--- src/rtl/scroll_sequencer_if.sv ---
// Control and status bundle between the board inputs and the scroll sequencer.
// The master side drives run/direction/speed/step; the sequencer (slave) drives status.
interface scroll_sequencer_if;
  logic       run;
  logic       direction;
  logic [1:0] speed;
  logic       step;
  logic [2:0] position;
  logic       tick;
  logic       busy;
  logic       holding;

  modport master (
    output run, direction, speed, step,
    input  position, tick, busy, holding
  );

  modport slave (
    input  run, direction, speed, step,
    output position, tick, busy, holding
  );
endinterface

--- src/rtl/scroll_sequencer.sv ---
// Rotation-position sequencer for the six-digit scroll display: run/stop, four rates,
// single-step while stopped, and a dwell at the home position after each wrap.
module scroll_sequencer #(
  parameter int unsigned BASE_DIV   = 50_000_000,
  parameter int unsigned HOLD_TICKS = 2
) (
  input logic               clock,
  input logic               reset,
  scroll_sequencer_if.slave bus
);

  localparam int unsigned CntW   = $clog2(BASE_DIV * 8);
  localparam int unsigned HoldW  = (HOLD_TICKS > 0) ? $clog2(HOLD_TICKS + 1) : 1;
  localparam bit          HoldEn = (HOLD_TICKS != 0);

  typedef enum logic [1:0] {StIdle, StRun, StHold} state_e;

  state_e           state_q;
  logic [2:0]       pos_q;
  logic             tick_q;
  logic             busy_q;
  logic             holding_q;
  logic [CntW-1:0]  presc_q;
  logic [HoldW-1:0] hold_q;
  logic             step_q;

  logic [31:0]      period_m1;
  logic             strobe;
  logic [CntW-1:0]  presc_inc;
  logic [2:0]       next_pos;
  logic             step_rise;

  always_comb begin
    period_m1 = (32'(BASE_DIV) << bus.speed) - 32'd1;
    // >= so that lowering the speed below the current count fires straight away
    strobe    = (32'(presc_q) >= period_m1);
    presc_inc = presc_q + CntW'(1);
    step_rise = bus.step & ~step_q;
    if (bus.direction) begin
      next_pos = (pos_q == 3'd0) ? 3'd5 : pos_q - 3'd1;
    end else begin
      next_pos = (pos_q >= 3'd5) ? 3'd0 : pos_q + 3'd1;
    end
  end

  always_ff @(posedge clock) begin
    if (reset) begin
      state_q   <= StIdle;
      pos_q     <= 3'd0;
      tick_q    <= 1'b0;
      busy_q    <= 1'b0;
      holding_q <= 1'b0;
      presc_q   <= '0;
      hold_q    <= '0;
      step_q    <= 1'b0;
    end else begin
      // Edge history tracks step in every state so a stop never replays an old edge
      step_q <= bus.step;
      tick_q <= 1'b0;
      unique case (state_q)
        StIdle: begin
          presc_q <= '0;
          hold_q  <= '0;
          if (bus.run) begin
            state_q <= StRun;
            busy_q  <= 1'b1;
          end else if (step_rise) begin
            pos_q  <= next_pos;
            tick_q <= 1'b1;
          end
        end
        StRun: begin
          if (!bus.run) begin
            state_q <= StIdle;
            busy_q  <= 1'b0;
            presc_q <= '0;
          end else begin
            presc_q <= strobe ? '0 : presc_inc;
            if (strobe) begin
              pos_q  <= next_pos;
              tick_q <= 1'b1;
              if (HoldEn && next_pos == 3'd0) begin
                state_q   <= StHold;
                holding_q <= 1'b1;
                hold_q    <= '0;
              end
            end
          end
        end
        StHold: begin
          if (!bus.run) begin
            state_q   <= StIdle;
            busy_q    <= 1'b0;
            holding_q <= 1'b0;
            presc_q   <= '0;
            hold_q    <= '0;
          end else begin
            presc_q <= strobe ? '0 : presc_inc;
            if (strobe) begin
              // Leave on the strobe after HOLD_TICKS full periods: HOLD_TICKS+1 in total
              if (hold_q == HoldW'(HOLD_TICKS)) begin
                state_q   <= StRun;
                holding_q <= 1'b0;
                pos_q     <= next_pos;
                tick_q    <= 1'b1;
              end else begin
                hold_q <= hold_q + HoldW'(1);
              end
            end
          end
        end
        default: begin
          state_q   <= StIdle;
          busy_q    <= 1'b0;
          holding_q <= 1'b0;
          presc_q   <= '0;
          hold_q    <= '0;
        end
      endcase
    end
  end

  assign bus.position = pos_q;
  assign bus.tick     = tick_q;
  assign bus.busy     = busy_q;
  assign bus.holding  = holding_q;

endmodule

--- src/flat_wrapper.sv ---
// flat-port wrapper written by rule: the top's interface ports become plain ports
module scroll_sequencer_flat 
#(
  parameter int unsigned BASE_DIV   = 50_000_000,
  parameter int unsigned HOLD_TICKS = 2
)
  (clock, reset, bus_run, bus_direction, bus_speed, bus_step, bus_position, bus_tick, bus_busy, bus_holding);
  scroll_sequencer_if bus_i ();
  input logic clock;
  input logic reset;
  input wire logic [$bits(bus_i.run)-1:0] bus_run;
  input wire logic [$bits(bus_i.direction)-1:0] bus_direction;
  input wire logic [$bits(bus_i.speed)-1:0] bus_speed;
  input wire logic [$bits(bus_i.step)-1:0] bus_step;
  output wire logic [$bits(bus_i.position)-1:0] bus_position;
  output wire logic [$bits(bus_i.tick)-1:0] bus_tick;
  output wire logic [$bits(bus_i.busy)-1:0] bus_busy;
  output wire logic [$bits(bus_i.holding)-1:0] bus_holding;
  assign bus_i.run = bus_run;
  assign bus_i.direction = bus_direction;
  assign bus_i.speed = bus_speed;
  assign bus_i.step = bus_step;
  assign bus_position = bus_i.position;
  assign bus_tick = bus_i.tick;
  assign bus_busy = bus_i.busy;
  assign bus_holding = bus_i.holding;
  scroll_sequencer #(.BASE_DIV(BASE_DIV), .HOLD_TICKS(HOLD_TICKS)) u_core (.clock(clock), .reset(reset), .bus(bus_i));
endmodule
--- config.mk ---
export PLATFORM = sky130hd
export DESIGN_NAME = scroll_sequencer_flat
export DESIGN_NICKNAME = d
export VERILOG_FILES = /design/src/rtl/scroll_sequencer_if.sv /design/src/rtl/scroll_sequencer.sv /design/src/flat_wrapper.sv
export SDC_FILE = /design/constraint.sdc
export NUM_CORES = 1
export LEC_CHECK = 0
export ABC_AREA = 0
export CAP_MARGIN = 0
export CORE_UTILIZATION = 35
export CTS_CLUSTER_SIZE = 10
export DETAILED_ROUTE_END_ITERATION = 7
export PLACE_DENSITY = 0.51
export SETUP_SLACK_MARGIN = 0.5
export SLEW_MARGIN = 20
export SYNTH_ARGS = -nofsm -noshare
export SYNTH_HDL_FRONTEND = slang
export SYNTH_SLANG_ARGS = --single-unit
--- constraint.sdc ---
create_clock -name clock -period 2.5 [get_ports clock]
set_clock_uncertainty 0.15 [all_clocks]
set_input_delay 0.5 -clock clock [delete_from_list [all_inputs] [get_ports clock]]
set_output_delay 0.5 -clock clock [all_outputs]
set_load 0.01 [all_outputs]
# Word level (Yosys, flattened, before mapping)
# Cells that the tools add are included.
# word_totals
memories	0
output_inout_bits	6
reg_bits	40
ram_bits	0
word_cells	94
romBits	0
latch_bits	0
# op_classes
n_bitwise	5
div_mod_pow	0
n_shift	1
reduce_logical	11
n_eq_ne	18
n_addsub	5
order_cmp	2
mux	44
multipliers	0
# ops
operator	count
greater-or-equal comparator 29 x 32 -> 1 bit	1
left shift 26 x 2 -> 32 bit (first input constant)	1
subtractor 32 x 1 -> 32 bit (second input constant)	1
2-to-1 mux 3 bit	10
adder 29 x 1 -> 29 bit (second input constant)	1
2-to-1 mux 2 bit	13
2-to-1 mux 1 bit	15
!= test 3 x 2 -> 1 bit (second input constant)	4
!= test 2 x 1 -> 1 bit (second input constant)	5
!= test 2 bit (second input constant)	5
AND reduction 5 bit	2
case mux 3 bit (3 select lines)	1
AND reduction 8 bit	1
logical NOT 3 bit	2
case mux 1 bit (3 select lines)	2
case mux 2 bit (3 select lines)	1
AND reduction 6 bit	1
equality test 2 bit (second input constant)	2
inverter 1 bit	4
case mux 2 bit (2 select lines)	1
OR reduction 4 bit	1
adder 3 x 1 -> 3 bit (second input constant)	1
greater-or-equal comparator 3 bit (second input constant)	1
!= test 3 bit (second input constant)	1
other kinds (9)	9

# Longest topological paths before layout
# logic_depth
ltp_word	8
mapped_depth	12
ltp_nobuf	10

# Worst setup path after synthesis
# Ideal clock, no wire load.
# synth_path
kind	input to register
startpoint	input bus_speed[1]
endpoint	register u_core.presc_q[20]
t_required_ns	2.288
path_slack_ns	-0.168
stages	12
n_path_buf	2
setup_time_ns	0.062
arrival_time_ns	2.456
cell_sequence	inv_1 nor2_1 inv_1 ha_1 nand4_1 nor2_1 a221oi_2 o21ai_2 or3b_1 buf_6 buf_6 nor2_2
# synth_between
elab_chain_len	4
# synth_rtl
element	line_no	source
from (decl)	flat_wrapper.sv:13	input wire logic [$bits(bus_i.speed)-1:0] bus_speed;
left shift 26 x 2 -> 32 bit	scroll_sequencer.sv:34	period_m1 = (32'(BASE_DIV) << bus.speed) - 32'd1;
subtractor 32 x 1 -> 32 bit	scroll_sequencer.sv:34	
greater-or-equal comparator 29 x 32 -> 1 bit	scroll_sequencer.sv:36	strobe = (32'(presc_q) >= period_m1);
OR reduction 4 bit (no source line)	-	
to (signal assigned)	scroll_sequencer.sv:78	presc_q <= strobe ? '0 : presc_inc;
to (signal assigned)	scroll_sequencer.sv:98	presc_q <= strobe ? '0 : presc_inc;
to (decl)	scroll_sequencer.sv:23	logic [CntW-1:0] presc_q;
# No other way between the ends.
# A chain may end at the register's enable or synchronous reset.

# Final worst setup path
# layout_path
startpoint	input bus_speed[0]
endpoint	register u_core.pos_q[1], in the netlist u_core.bus.position[1]
# layout_between
elab_chain_len	5
elab_cells_between_ends	6
cone_classes	add/sub: 1; order compare: 1; eq/ne: 2; shift: 1; reduce/logical: 1
# layout_rtl
element	line_no	source
left shift 26 x 2 -> 32 bit *	scroll_sequencer.sv:34	
subtractor 32 x 1 -> 32 bit *	scroll_sequencer.sv:34	
greater-or-equal comparator 29 x 32 -> 1 bit *	scroll_sequencer.sv:36	
!= test 2 x 1 -> 1 bit (no source line)	-	
AND reduction 8 bit (no source line) *	-	
to (signal assigned)	scroll_sequencer.sv:68	pos_q <= next_pos;
to (signal assigned)	scroll_sequencer.sv:80	pos_q <= next_pos;
to (signal assigned)	scroll_sequencer.sv:104	pos_q <= next_pos;
to (decl)	scroll_sequencer.sv:19	logic [2:0] pos_q;
# Mark *: on every way between the ends. The rest lies on a longest branch, timed or not.

==> results.toml <==
[status]
status = "complete, but fails checks"
violations = "setup timing"

[synth]
synthMuxAreaShare_pct = 2.62
synth_xor_area_share_pct = 9.54
synth-edff-count = 0
synthSimpleGateAreaFrac_pct = 26.1
netlist_area_um2 = 2480
syn_avg_cell_area_um2 = 8.29
synthCells = 299
yosysSeqAreaShare_pct = 32.3
yosys.cell_types.count = 44
synth_compound_area_share_pct = 10.2
async_reset_ff_share_pct = 0
ys_ff_latch = 40
synthFlopType = "dfxtp_1"
synth-warning-count = 0
synthAdderAreaFrac_pct = 14.6
synth_top_family_by_area = "simple AND/OR/NAND/NOR gates"

[setup_path]
cp_slowest_cell = "mux2_4"
required_ns = 2.54
crit_arrival_ns = 2.58
path_class = "primary input to flop"
crit_top_cell = "buf_6"
startpoint_type = "primary input"
cp-end-kind = "flop"
critPathTopFamily = "buffers and inverters"
cpPeakStageDelay_ns = 0.29
worst-path-buf-inv = 6
cp_cell_sequence = "buf_6 > buf_8 > buf_6 > nor2_4 > inv_2 > ha_4 > nand2_4 > nor2_4 > o211ai_1 > o21ai_2 > buf_6 > a41oi_2 > buf_4 > mux2_4"
critPathMaxFanout = 3

[timing]
rsz0062_at_grt = "yes"
slew_violations = 0
finalCritPeriodShare_pct = 102
setup_violations = 27
slew_headroom_pct = 65.0
clock.fmax_mhz = 393
hold_slack_ns = 0.303
finalCriticalPeriod_ns = 2.54
layout_setup_ws_ns = -0.0430
worst_pin_slew_ns = 0.512
hold_viol = 0
finalSetupTns_ns = -0.420

[place]
dpl_cell_area_um2 = 2900
place_ws_ns = -0.835
hpwl_mm = 3.97
gp_congestion = 0.738
io_buffers = 12

[die]
dieArea_um2 = 7430
start_util_pct = 36.3
num_io_pins = 13
core_um2 = 6830
rows = 30
fp.dieH_um = 86.2
chipWidth_um = 86.2

[detailed_routing]
wl_mm = 5.96
antenna_left = 0
wl_per_cell_um = 13.6
vias_per_cell = 4.90
drc = 0
dr.pass1.iters = 4
dr_total_vias = 2146
drt-initial-drc-count = 75

[layout]
fillCellCount = 674
nNetsFinal = 377
antenna_cells = 0
area_growth_pct = 36.8
final_area_um2 = 3390
drive_gt1_share_pct = 28.9

[min_path]
hp-class = "flop to flop"

[clocking]
root_buffer = "clkbuf_8"
cts_hold_buf = 0
cts_tree = "built"
numCtsBuffers = 5
clkLatencyLatePin_ns = 0.30
clock_sinks = 40
htree_levels = 2
ctsLongestPathBuffers = 2
clk_pin_slew_ns = 0.08

[power_and_ir_drop]
p_int_uw = 1330
p_sw_uw = 591
ir_worst_vdd_uv = 345
p_leak_uw = 0.00126
clock_power_share_pct = 30.7
seqPwrFrac_pct = 37.3
comb_power_share_pct = 32.0
power_density_nw_per_um2 = 566
finalPower_uw = 1920
swShare_pct = 30.7

[global_route]
grt_usage_pct = 16.9
grt_max_degree = 16
antenna_found_initial = 0
grt_pass1_wl_mm = 9.89
grt_pass1_vias = 2142
globalRouteOverflowTotal = 0

[job]
max_cap_viol_count = 0
## layout by cell type (no fill, tap or decap), types with 2 or more instances in the layout
cell             Yosys  layout
ha_1                29      26
clkdlybuf4s50_1      0      10
o21ai_2              1       3
and3_1               4       4
buf_4                0      17
xnor2_1             15      15
nor2_4               0       8
ha_4                 0       3
a21oi_1             12       7
buf_6                2      10
inv_1               17      13
o21ai_0              8       6
mux2_4               0       3
and4_1               3       3
mux2i_1              2       2
o211ai_1             2       2
a31oi_1              3       2
nor2_1              50      33
conb_1               1       2
xor2_1              12      12
nand4_1             13      13
nand2_1             23      21
clkbuf_8             0       7
o31ai_1              2       2
and2_1               2       2
nor3_2               1       2
nand3_1             14      14
inv_12               0       2
dfxtp_1             40      40
nor2b_1              3       3
nor2_2              10      19
clkbuf_16            0       2
a21oi_2              0       5
## through the flow
step | std cells | util, %
finish | 438 | 49.7
global route | 438 | 49.7
CTS | 434 | 47.2
detailed placement | 418 | 42.4
global placement | 418 | 42.4
floorplan | 300 | -
## final cells by class
| class | instances | area [um2] | share of cell area [%] |
|---|---|---|---|
| Clock buffer | 7 | 96.3 | 2.84 |
| Clock inverter | 1 | 30.0 | 0.885 |
| Inverter | 17 | 91.3 | 2.69 |
| Multi-Input combinational cell | 235 | 1800 | 53.1 |
| Sequential cell | 40 | 801 | 23.6 |
| Tap cell | 96 | 120 | 3.54 |
| Timing Repair Buffer | 42 | 453 | 13.4 |
## path summary, 6_finish.rpt
kind,startpoint,slack [ns],depth (start not counted),to
worst min-delay path,u_core.presc_q[0],0.30,1,u_core.presc_q[0]
worst max register to register,u_core.presc_q[13],0.15,9,u_core.bus.position[1]
worst max-delay path,bus_speed[0],-0.04,14,u_core.bus.position[1]
worst min register to register,u_core.presc_q[0],0.30,1,u_core.presc_q[0]
## sequential cells by signal, indices dropped and copies added, names as in the netlist
name,cells
u_core.bus.holding,1
u_core.step_q,1
u_core.bus.busy,1
u_core.bus.position,3
u_core.state_q,2
u_core.hold_q,2
u_core.bus.tick,1
u_core.presc_q,29
## power groups by stage
stage	Combinational, uW	Clock [uW]	Sequential (uW)
6_report	615	590	716
5_1_grt	672	632	721
4_1_cts	574	612	715
3_5_place_dp	493	0	730
3_3_place_gp	488	0	730
2_1_floorplan	326	0	731
## cells by family after synthesis
family,count (synthesis)
buffers and inverters,25
adder cells (fa/ha/maj),29
AO/OA/AOI/OAI,38
other,1
XOR/XNOR,27
AND/OR/NAND/NOR,133
multiplexers,6
flip-flops,40
## metal layers
layer | vias up | track usage [%] | routed length (um)
met5 | - | 0 | 0
met4 | 0 | 5.76 | 62
met3 | 5 | 3.24 | 127
met2 | 29 | 28.6 | 2880
met1 | 1001 | 21.5 | 2890
li1 | 1111 | - | -
## synth_stat cells (5+ instances only)
cell	count	area, um2
a21oi_1	12	60.1
clkbuf_1	5	18.8
dfxtp_1	40	801
ha_1	29	363
inv_1	17	63.8
nand2_1	23	86.3
nand3_1	14	70.1
nand4_1	13	81.3
nor2_1	50	188
nor2_2	10	62.6
o21ai_0	8	40.0
xnor2_1	15	131
xor2_1	12	105
## repair_timing
action,CTS,global route
endpoints found under the setup margin,38,39
pin swaps,19,10
buffers inserted,7,2
gates cloned,1,2
endpoints found under the hold margin,0,0
gates resized for setup,40,25
No activity file was read; power rests on OpenSTA's default activity.
